==> src/rtl/peripheral_mutex_n_if.sv <==
// Operation/peripheral bus between the requesting nodes and peripheral_mutex_n.
// master = node side (drives operation words), slave = arbiter side.
interface peripheral_mutex_n_if #(
   parameter int NUM_NODES = 4,
   parameter int OP_WIDTH  = 16,
   parameter int OUT_WIDTH = 8
);
   localparam int IW = (NUM_NODES > 1) ? $clog2(NUM_NODES) : 1;

   logic [NUM_NODES*OP_WIDTH-1:0] in_op;
   logic [OUT_WIDTH-1:0]          out_peripheral;
   logic                          locked;
   logic [IW-1:0]                 owner;
   logic                          timeout_pulse;

   modport master (
      output in_op,
      input  out_peripheral,
      input  locked,
      input  owner,
      input  timeout_pulse
   );

   modport slave (
      input  in_op,
      output out_peripheral,
      output locked,
      output owner,
      output timeout_pulse
   );
endinterface

==> src/rtl/peripheral_mutex_n.sv <==
// N-node priority/round-robin mutex in front of a single peripheral driver.
// Optional hold-timeout watchdog enabled by defining PERIPH_MUTEX_TIMEOUT_EN.
module peripheral_mutex_n #(
   parameter int         NUM_NODES    = 4,
   parameter int         OP_WIDTH     = 16,
   parameter int         OUT_WIDTH    = 8,
   parameter logic [3:0] FUNC_TAG     = 4'b1010,
   parameter int         HOLD_TIMEOUT = 1024
) (
   input logic                 CLK,
   input logic                 RST,
   peripheral_mutex_n_if.slave bus
);
   localparam int IW = (NUM_NODES > 1) ? $clog2(NUM_NODES) : 1;

   localparam logic [0:0] ST_IDLE = 1'b0;
   localparam logic [0:0] ST_HELD = 1'b1;

   if ((NUM_NODES < 2) || (NUM_NODES > 16) || (OP_WIDTH < 16) ||
       (OUT_WIDTH > OP_WIDTH) || (HOLD_TIMEOUT < 2)) begin : g_bad_cfg
      $error("peripheral_mutex_n: illegal parameter combination");
   end

   // Control words need {F, FUNC_TAG} in [15:8] and zeros above bit 15.
   function automatic logic is_ctrl(input logic [OP_WIDTH-1:0] w);
      return ((w >> 32'd16) == {OP_WIDTH{1'b0}}) &&
             (w[15:12] == 4'hF) && (w[11:8] == FUNC_TAG);
   endfunction

   function automatic logic is_start(input logic [OP_WIDTH-1:0] w);
      return is_ctrl(w) && (w[7:4] == 4'h0) && (w[3:0] != 4'h0);
   endfunction

   function automatic logic is_stop(input logic [OP_WIDTH-1:0] w);
      return is_ctrl(w) && (w[7:0] == 8'hFF);
   endfunction

   function automatic logic is_null(input logic [OP_WIDTH-1:0] w);
      return (w == {OP_WIDTH{1'b0}});
   endfunction

   logic [0:0]           state_r;
   logic [IW-1:0]        owner_r;
   logic [IW-1:0]        rr_ptr_r;
   logic [OUT_WIDTH-1:0] out_r;
   logic                 locked_r;

   logic [NUM_NODES-1:0] req_s;
   logic [3:0]           prio_s [NUM_NODES];
   logic [3:0]           best_prio_s;
   logic                 win_found_s;
   logic [IW-1:0]        win_idx_s;
   logic [IW-1:0]        rr_next_s;
   logic [OP_WIDTH-1:0]  owner_word_s;
   logic                 own_start_s;
   logic                 own_stop_s;
   logic                 own_null_s;
   logic                 timeout_hit_s;

   // Requester decode and highest requested priority
   always_comb begin
      best_prio_s = 4'h0;
      for (int k = 0; k < NUM_NODES; k++) begin
         req_s[k]  = is_start(bus.in_op[k*OP_WIDTH +: OP_WIDTH]);
         prio_s[k] = bus.in_op[k*OP_WIDTH +: 4];
         if (req_s[k] && (prio_s[k] > best_prio_s)) begin
            best_prio_s = prio_s[k];
         end else begin
            best_prio_s = best_prio_s;
         end
      end
   end

   // First top-priority requester at or after rr_ptr, wrapping upward
   always_comb begin
      int idx;
      idx         = 0;
      win_found_s = 1'b0;
      win_idx_s   = {IW{1'b0}};
      for (int i = 0; i < NUM_NODES; i++) begin
         idx = int'(rr_ptr_r) + i;
         idx = (idx >= NUM_NODES) ? (idx - NUM_NODES) : idx;
         if (!win_found_s && req_s[idx] && (prio_s[idx] == best_prio_s)) begin
            win_found_s = 1'b1;
            win_idx_s   = IW'(idx);
         end else begin
            win_found_s = win_found_s;
         end
      end
      rr_next_s = (win_idx_s == IW'(NUM_NODES - 1)) ? {IW{1'b0}} : (win_idx_s + IW'(1));
   end

   // Only the holder's word matters while HELD
   always_comb begin
      owner_word_s = bus.in_op[int'(owner_r)*OP_WIDTH +: OP_WIDTH];
      own_start_s  = is_start(owner_word_s);
      own_stop_s   = is_stop(owner_word_s);
      own_null_s   = is_null(owner_word_s);
   end

`ifdef PERIPH_MUTEX_TIMEOUT_EN
   localparam int CW = $clog2(HOLD_TIMEOUT);

   logic [CW-1:0] idle_cnt_r;
   logic          timeout_pulse_r;

   assign timeout_hit_s = (state_r == ST_HELD) && own_null_s &&
                          (idle_cnt_r == CW'(HOLD_TIMEOUT - 1));

   // Null-word run counter; anything but a continuing null run clears it
   always_ff @(posedge CLK) begin
      if (RST) begin
         idle_cnt_r      <= {CW{1'b0}};
         timeout_pulse_r <= 1'b0;
      end else begin
         timeout_pulse_r <= timeout_hit_s;
         if ((state_r == ST_HELD) && own_null_s && !timeout_hit_s) begin
            idle_cnt_r <= idle_cnt_r + CW'(1);
         end else begin
            idle_cnt_r <= {CW{1'b0}};
         end
      end
   end

   assign bus.timeout_pulse = timeout_pulse_r;
`else
   assign timeout_hit_s     = 1'b0;
   assign bus.timeout_pulse = 1'b0;
`endif

   // Lock FSM and registered peripheral drive
   always_ff @(posedge CLK) begin
      if (RST) begin
         state_r  <= ST_IDLE;
         owner_r  <= {IW{1'b0}};
         rr_ptr_r <= {IW{1'b0}};
         out_r    <= {OUT_WIDTH{1'b0}};
         locked_r <= 1'b0;
      end else begin
         case (state_r)
            ST_IDLE: begin
               out_r <= {OUT_WIDTH{1'b0}};
               if (win_found_s) begin
                  owner_r  <= win_idx_s;
                  rr_ptr_r <= rr_next_s;
                  locked_r <= 1'b1;
                  state_r  <= ST_HELD;
               end
            end
            ST_HELD: begin
               if (own_stop_s) begin
                  locked_r <= 1'b0;
                  state_r  <= ST_IDLE;
               end else if (timeout_hit_s) begin
                  out_r    <= {OUT_WIDTH{1'b0}};
                  locked_r <= 1'b0;
                  state_r  <= ST_IDLE;
               end else if (own_start_s) begin
                  out_r <= {OUT_WIDTH{1'b0}};
               end else if (!own_null_s) begin
                  out_r <= owner_word_s[OUT_WIDTH-1:0];
               end
            end
            default: begin
               out_r    <= {OUT_WIDTH{1'b0}};
               locked_r <= 1'b0;
               state_r  <= ST_IDLE;
            end
         endcase
      end
   end

   assign bus.out_peripheral = out_r;
   assign bus.locked         = locked_r;
   assign bus.owner          = owner_r;
endmodule

==> src/flat_wrapper.sv <==
// flat-port wrapper written by rule: the top's interface ports become plain ports
module peripheral_mutex_n_flat 
#(
   parameter int         NUM_NODES    = 4,
   parameter int         OP_WIDTH     = 16,
   parameter int         OUT_WIDTH    = 8,
   parameter logic [3:0] FUNC_TAG     = 4'b1010,
   parameter int         HOLD_TIMEOUT = 1024
)
  (CLK, RST, bus_in_op, bus_out_peripheral, bus_locked, bus_owner, bus_timeout_pulse);
  peripheral_mutex_n_if #(.NUM_NODES(NUM_NODES), .OP_WIDTH(OP_WIDTH), .OUT_WIDTH(OUT_WIDTH)) bus_i ();
  input logic CLK;
  input logic RST;
  input wire logic [$bits(bus_i.in_op)-1:0] bus_in_op;
  output wire logic [$bits(bus_i.out_peripheral)-1:0] bus_out_peripheral;
  output wire logic [$bits(bus_i.locked)-1:0] bus_locked;
  output wire logic [$bits(bus_i.owner)-1:0] bus_owner;
  output wire logic [$bits(bus_i.timeout_pulse)-1:0] bus_timeout_pulse;
  assign bus_i.in_op = bus_in_op;
  assign bus_out_peripheral = bus_i.out_peripheral;
  assign bus_locked = bus_i.locked;
  assign bus_owner = bus_i.owner;
  assign bus_timeout_pulse = bus_i.timeout_pulse;
  peripheral_mutex_n #(.NUM_NODES(NUM_NODES), .OP_WIDTH(OP_WIDTH), .OUT_WIDTH(OUT_WIDTH), .FUNC_TAG(FUNC_TAG), .HOLD_TIMEOUT(HOLD_TIMEOUT)) u_core (.CLK(CLK), .RST(RST), .bus(bus_i));
endmodule
==> config.mk <==
export PLATFORM = sky130hd
export DESIGN_NAME = peripheral_mutex_n_flat
export DESIGN_NICKNAME = d
export VERILOG_FILES = /design/src/rtl/peripheral_mutex_n_if.sv /design/src/rtl/peripheral_mutex_n.sv /design/src/flat_wrapper.sv
export SDC_FILE = /design/constraint.sdc
export NUM_CORES = 1
export LEC_CHECK = 0
export ABC_AREA = 0
export CAP_MARGIN = 20
export CORE_ASPECT_RATIO = 0.9
export CORE_UTILIZATION = 54
export DETAILED_ROUTE_END_ITERATION = 12
export HOLD_SLACK_MARGIN = 0.08
export PLACE_DENSITY = 0.89
export SETUP_SLACK_MARGIN = 0.4
export SLEW_MARGIN = 5
export SYNTH_ARGS = -nofsm -noshare
export SYNTH_HDL_FRONTEND = slang
export SYNTH_SLANG_ARGS = --single-unit
==> constraint.sdc <==
create_clock -name CLK -period 17.05 [get_ports CLK]
set_clock_uncertainty 0.15 [all_clocks]
set_input_delay 3.41 -clock CLK [delete_from_list [all_inputs] [get_ports CLK]]
set_output_delay 3.41 -clock CLK [all_outputs]
set_load 0.01 [all_outputs]
==> summary by stage, run 1 <==
Setup path
For the worst setup path, the data arrival time is 10620 ps. The capture instance of the worst register-to-register path is u_core.bus.out_peripheral[5]. The worst setup path is captured at a register. The startpoint identified for the worst register-to-register timing path is u_core.bus.owner[0]. The classification of the worst setup path is in -> reg. Data on the critical path is required at its endpoint by 17090 ps. The largest driver fanout on the critical path is 12.

STA classifies the critical path startpoint as an input port. The setup slack on the worst flop-to-flop path is 13660 ps. For the worst flop-to-flop path, the logic depth is 7.

STA
Setup violations remaining at the end of the flow were counted as 0. Final hold analysis gives a worst-case slack of 333 ps. The final worst-path cycle share is 0.620. The post-route minimum period is 10580 ps.

Derived from the worst setup path, the maximum achievable clock frequency is 94.5 MHz. The normalized max-slew margin is 0.329. The number of hold-slack violations in the final timing report is 0. Setup repair after global routing left no endpoint under its margin. The final-report max-slew violation count was 0. The actual transition at the worst max-transition pin is 1000 ps.

For the final routed database, the setup TNS stands at 0 ps.

Clock tree
The clock tree buffer depth is 2. The H-tree level count is 1. The root buffer cell is clkbuf_8. The clock net in this run drives a total of 14 sinks. For the worst-skew pair, the clock arrives at the later sink with an insertion delay of 250 ps.

Once the clock tree was built, the resizer swapped 0 gates to a different size. The buffer count from post-CTS setup fixing is 0. TritonCTS built the clock tree. The number of clock buffers inserted by TritonCTS is 3. The count of hold-fix buffers inserted at cts is 0.

The clock transition time at the flip-flop clock pins of the worst setup and hold paths is 60 ps.

Synth
After technology mapping, the gate count stands at 336. The cell type with the highest aggregate area in the netlist is mux4_2. Yosys printed 0 warnings. After synthesis, the share of flip-flops with an asynchronous set or reset is 0. The post-synth design cell area is 2820 µm². The most used flip-flop cell after synthesis is dfxtp_1. After synthesis, the mean cell area works out to 8.38 µm². For this run, the register share of the synthesized area comes to 0.0996. The distinct cell type count after synthesis is 66. The area fraction of the dominant cell type after synthesis is 0.112.

After synthesis, the cell types taking the most area are mux4_2 (11%), dfxtp_1 (10%), mux2i_1 (7.5%), ha_1 (5.3%), a21oi_1 (4.3%). The synthesized design contains 14 register bits. The net count after synthesis is 414. The number of flops mapped to enable cells by yosys is 0.

Floorplanning
The overall die area is 5510 µm². The starting density of the core is 0.572. The core region area is 4920 µm². The die is 70.5 µm tall. Pin placement for this block handled 78 I/O pins. The number of rows in the core area is 24. The width of the chip is 78.1 µm.

Power and ir drop
The total design power is 106 µW. For this design the static power due to leakage is 1.23 nW. The total power divided by cell area is 29.4 nW/µm². The peak ir drop on the vdd network is 0.0000299 V.

Min path
The end point of the most critical hold path is u_core.bus.out_peripheral[2]. The startpoint of the worst hold path is u_core.bus.out_peripheral[2]. In this run the worst hold path is classified as reg -> reg. The worst hold path was traced through 2 stages.

Routing
The post-detailed-routing wire length is 8.84 mm. The number of nets with antenna violations after routing is 0. The first detailed-routing pass ran for 5 iterations. The per-cell via count in the routed design is 6.71. After the first detailed-routing iteration, the DRC count stood at 216. In the routed design, unresolved DRC markers number 0. The wire length per cell after detailed routing is 19.3 µm.

The routed via count is 3079.

Global routing
After global routing, the most crowded layer is met2. The all-layer global routing usage is 0.339. The global-route track usage on met2 is 0.561.

The total overflow left after global routing is 0. The via count of the first global-routing pass is 3051. For met1 alone, demand over resource in global routing was 0.449. The met3 usage is 0.0314. The first global-routing pass estimated 14.8 mm of wire. The number of antenna violations at the first check in global routing is 0. Entering global routing, the biggest net connects 32 pins.

Cells and area
The number of fillers in the final layout is 384. Once layout is complete, the cells apart from fillers number 459. The fraction of final layout cells with drive strength greater than 1 is 0.122. The summed area of non-filler cells in the final layout is 3610 µm². The layout-stage area growth over the synthesis result is 28.4%. The total inserted antenna cells is 0. The library cell used most frequently in the layout, excluding fill and tap cells, is clkdlybuf4s50_1. In the layout the commonest cells are clkdlybuf4s50_1 (76), a21oi_1 (24), nor2_1 (21), mux2i_1 (21), nand2_1 (20). For this run, the post-layout net count is 473.

Placement
After legalization and detailed placement, the total HPWL measured 7.07 mm. The congestion estimate from routability-driven global placement came to 0.958. Once placement completed, the tool counted placed cells totaling 455. The quantity of I/O buffers inserted on ports is 76. The placed instances occupy a cell area of 3550 µm².

Flow run
Across the run, the number of max-cap violations was 0.

Status
The run finished with clean final reports.
## critical path, stage by stage
cell and delay, ps:
clkdlybuf4s50_1 430, or4b_4 580, nor4_4 460, nand2_1 180, ha_1 330, nor2b_1 140, o211a_1 250, o211a_1 370
o21a_1 220, ha_1 280, nor2b_1 140, o211a_1 250, o211ai_4 370, o211ai_2 230, nand2_1 150, ha_1 250
nor2b_1 130, o211ai_1 230, a211o_1 420, o21ai_0 190, o22ai_1 370, mux2i_1 250, and4_1 300, nor4b_1 280
a211o_1 160, or2_1 110, o211a_1 140
## flip-flops by register name (all words and copies together) (netlist names), named ones only
name / flops
u_core.bus.owner: 2
u_core.state_r: 1
u_core.bus.out_peripheral: 8
u_core.rr_ptr_r: 1
u_core.bus.locked: 1
## cell usage after synthesis, drive strengths merged (2+ instances only)
| cell | count |
|---|---|
| o21ai | 12 |
| a31oi | 6 |
| o21a | 5 |
| nand4 | 11 |
| nand3 | 14 |
| clkbuf | 16 |
| or4b | 6 |
| and3 | 5 |
| o211a | 7 |
| nand2b | 10 |
| o211ai | 7 |
| or4 | 5 |
| and2 | 4 |
| nand2 | 21 |
| a31o | 2 |
| nor2 | 21 |
| mux2i | 21 |
| xor2 | 4 |
| ha | 12 |
| mux4 | 15 |
| a211oi | 5 |
| nor3 | 3 |
| dfxtp | 14 |
| a211o | 3 |
| or3 | 5 |
| nor4b | 2 |
| a21oi | 24 |
| xnor2 | 10 |
| inv | 7 |
| nor2b | 5 |
| mux2 | 5 |
| or2 | 4 |
| a21o | 3 |
| o311a | 2 |
| buf | 8 |
| nor4 | 11 |
| o2111ai | 4 |
| and4 | 7 |
## area by class of cell
cell class | instances | area (µm²) | share of cell area
inverters | 7 | 26.3 | 0.00727
well taps | 65 | 81.3 | 0.0225
multi-input cells | 291 | 2390 | 0.663
clock buffers | 4 | 55.1 | 0.0152
repair buffers | 78 | 776 | 0.215
flip-flops and latches | 14 | 280 | 0.0776
## per-layer routing
layer  vias to the layer above  wire (µm)  share of wire
met3                        28        585          0.066
li1                       1447          -              -
met1                      1462       3740           0.42
met4                         0        270          0.031
met5                         -          0              0
met2                       142       4250           0.48
## kinds of logic after synthesis
| group | Yosys count | share of synthesized area |
|---|---|---|
| adders and majority gates | 12 | 0.0533 |
| DFF | 14 | 0.0996 |
| muxes | 41 | 0.216 |
| other | 1 | 0.00133 |
| AOI/OAI and AO/OA | 88 | 0.232 |
| xor gates and xnor gates | 14 | 0.0436 |
| buffers and inverters | 31 | 0.0516 |
| and+or+nand+nor | 135 | 0.303 |
## power by group
part           internal [mW]  switching [mW]  leakage (nW)
Combinational         0.0223          0.0184          1.09
Sequential            0.0327      0.00000355         0.113
Clock                 0.0205          0.0122        0.0288
Total                 0.0755          0.0305          1.23
## worst max-delay path by stage
stage,from,endpoint,slack (ps),cells past startpoint
3_5_place_dp,bus_in_op[4],u_core.bus.owner[1],6020,27
4_1_cts,bus_in_op[4],u_core.bus.owner[1],6260,27
5_1_grt,bus_in_op[4],u_core.bus.owner[1],5990,27
2_1_floorplan,bus_in_op[4],u_core.bus.owner[1],7440,30
3_3_place_gp,bus_in_op[4],u_core.bus.owner[1],6290,27
6_report,bus_in_op[4],u_core.bus.owner[1],6470,27
## stage by stage
| step | setup slack (ps) | utilization |
|---|---|---|
| 6_report | 6470 | 0.734 |
| 5_1_grt | 5990 | 0.734 |
| 4_1_cts | 6260 | 0.733 |
| 3_5_place_dp | 6020 | 0.722 |
| 3_3_place_gp | 6290 | 0.722 |
| 2_1_floorplan | 7440 | - |
No activity file was read; power rests on OpenSTA's default activity.
==> run 2: changes to the inputs <==
Settings changed: CORE_UTILIZATION 54 to 50, PLACE_DENSITY 0.89 to 0.84.
Clock period 17.05 ns to 10.22 ns, I/O delays scaled along.
==> summary by stage, run 2 (same netlist as run 1, synthesis figures left out) <==
Clock tree
The clock tree buffer depth is 2 (unchanged). The buffer count from post-CTS setup fixing is 0 (unchanged). The total clock sinks was 14 (unchanged). The number of clock buffers inserted by TritonCTS was 3 (unchanged).

TritonCTS built the clock tree. The source-to-sink clock delay at the later pin of the worst-skew pair came to 240 ps (about the same). The root buffer cell is clkbuf_8. The quantity of gates resized following cts is 0 (unchanged). The clock transition time at the flip-flop clock pins of the worst setup and hold paths was 50 ps (about the same). The H-tree level count is 1 (unchanged).

The count of hold-fix buffers inserted at cts is 0 (unchanged).

Routing
The post-detailed-routing wire length came to 8.94 mm (+1.1%). The first-pass iteration count of the detailed router is 4 (-1). The post-detailed-route DRC marker count came to 0 (unchanged). The initial DRC count is 234 (+8.3%). The routed via count is 3070 (-0.29%). The wire length per cell after detailed routing was 19.4 µm (+0.65%). The number of nets with antenna violations after routing is 0 (unchanged). The per-cell via count in the routed design is 6.66 (-0.72%).

STA
The setup total negative slack was 0 ps (unchanged). Setup repair after global routing left no endpoint under its margin. The normalized max-slew margin is 0.329 (about the same). The final-report max-slew violation count is 0 (unchanged). The actual transition at the worst max-transition pin is 1000 ps (-0.0299 ps). The post-route minimum period is 9190 ps. The final count of negative-setup-slack endpoints was 0 (unchanged). The final worst-path cycle share is 0.899. The achievable frequency is 109 MHz.

The number of hold-slack violations in the final timing report came to 0 (unchanged).

Cells and area
The total inserted antenna cells was 0 (unchanged). In the layout the commonest cells are clkdlybuf4s50_1 (76), a21oi_1 (24), nor2_1 (21), mux2i_1 (21), nand2_1 (20). The final core area utilization is 0.674 (-0.0598). The layout-stage area growth over the synthesis result is 28.0%. The commonest non-fill, non-tap cell in the layout is clkdlybuf4s50_1. The number of flip-flops under the largest register name is 8 (unchanged).

The total number of nets in the final design came to 474 (+0.21%). The fraction of final layout cells with drive strength greater than 1 is 0.119 (-0.00254).

Global routing
The overall overflow remaining after global route was 0 (unchanged). The pin count of the biggest net entering global routing came to 32 (unchanged). The number of antenna violations at the first check in global routing is 0 (unchanged). The global-route wire length before repair is 14.9 mm (+1.3%). The all-layer global routing usage was 0.325 (-0.0141). The via count of the first global-routing pass is 3036 (-0.49%).

Floorplanning
The number of rows in the core area is 25 (+4.2%). The starting density of the core is 0.526 (-0.0453). The overall die area was 5930 µm² (+7.8%). The width of the chip came to 81.1 µm (+3.8%). The number of ports placed on the die boundary is 78 (unchanged). The core region area was 5350 µm² (+8.6%). The die extent in y came to 73.2 µm (+3.8%).

Flow run
The total of max-cap violations is 0 (unchanged).

Min path
The number of instances on the worst hold path is 1 (-1). The startpoint of the worst hold path is u_core.bus.locked. The path class of the tightest hold or removal check is reg -> reg. The end point of the most critical hold path is u_core.bus.locked.

Setup path
The depth of the worst register-to-register path is 10 (+3). STA classifies the critical path endpoint as a register. The type of element launching the critical path is an input port. The setup slack on the worst flop-to-flop path is 6520 ps (-7140 ps). The setup path with the least slack is of type in -> reg. The data arrival time of the worst path is 9210 ps (-1410 ps). The capture instance of the worst register-to-register path is u_core.bus.owner[1]. The largest driver fanout on the critical path is 12 (unchanged). The required time of the critical path came to 10250 ps (-6840 ps).

Placement
The final weighted congestion of routability-driven global placement was 0.948 (-1.0%). The quantity of I/O buffers inserted on ports is 76 (unchanged). The sum of net half-perimeters after detailed placement was 7.15 mm (+1.2%).

Power and ir drop
The peak ir drop on the vdd network is 0.0000622 V (+110%). The static leakage was 1.23 nW (-0.20%). The total power divided by cell area is 46.1 nW/µm² (+57%).

Status
The run finished with clean final reports.
-- run 2: changes by cell type in the layout (fill, tap and decap cells not counted) --
cell      previous run  this run
clkbuf_8             4         3
a211oi_1             4         5
a211oi_2             1         0
buf_4                2         3
-- run 2: through the flow --
step	worst slack [ps]	std cells	hold slack, ps	area (µm²)	power (mW)
detailed placement	888	458	314	3560	0.122
finish	1030	461	322	3600	0.166
CTS	1130	461	324	3600	0.165
floorplan	1980	336	338	2820	0.0834
global route	628	461	342	3600	0.174
global placement	1130	458	310	3560	0.121
-- run 2: power by group --
part / total (mW) / internal [mW] / switching [mW]
clock: 0.0438 / 0.0260 / 0.0178
sequential: 0.0546 / 0.0546 / 0.00000756
combinational: 0.0676 / 0.0371 / 0.0305
total: 0.166 / 0.118 / 0.0483
-- run 2: worst max-delay path, stage by stage --
cell             delay [ps]
clkdlybuf4s50_1         430
or4b_4                  580
nor4_4                  470
nand2_1                 190
ha_1                    320
nor2b_1                 130
o211a_1                 270
o211a_1                 380
o21a_1                  220
ha_1                    280
nor2b_1                 130
o211a_1                 250
o211ai_4                400
o211ai_2                270
nand2_1                 140
ha_1                    240
nor2b_1                 130
o211ai_1                190
a211o_1                 390
o21ai_0                 200
o22ai_1                 330
mux2i_1                 230
and4_1                  310
o21ai_0                 130
o2bb2ai_1               180
o31a_1                  250
a21oi_1                 130
-- run 2: final cells by class --
type | count | area, µm²
flip-flops and latches | 14 | 280
repair buffers | 79 | 783
inverters | 7 | 26.3
multi-input cells | 291 | 2390
fillers | 445 | 1740
clock buffers | 3 | 41.3
well taps | 67 | 83.8
-- run 2: worst max-delay path by stage --
stage | startpoint | to | slack [ps] | cells past startpoint
2_1_floorplan | bus_in_op[4] | u_core.bus.owner[1] | 1980 | 30
3_3_place_gp | bus_in_op[4] | u_core.bus.owner[1] | 1130 | 28
3_5_place_dp | bus_in_op[4] | u_core.bus.owner[1] | 890 | 28
4_1_cts | bus_in_op[4] | u_core.bus.owner[1] | 1130 | 28
5_1_grt | bus_in_op[4] | u_core.rr_ptr_r[1] | 630 | 27
6_report | bus_in_op[4] | u_core.rr_ptr_r[1] | 1030 | 27
-- run 2: routing by layer --
layer  GRT usage  up-vias  part of all wire
li1            -     1443                 -
met1       0.441     1444              0.42
met2       0.531      157              0.47
met3      0.0213       26             0.074
met4       0.141        0             0.030
met5           0        -                 0
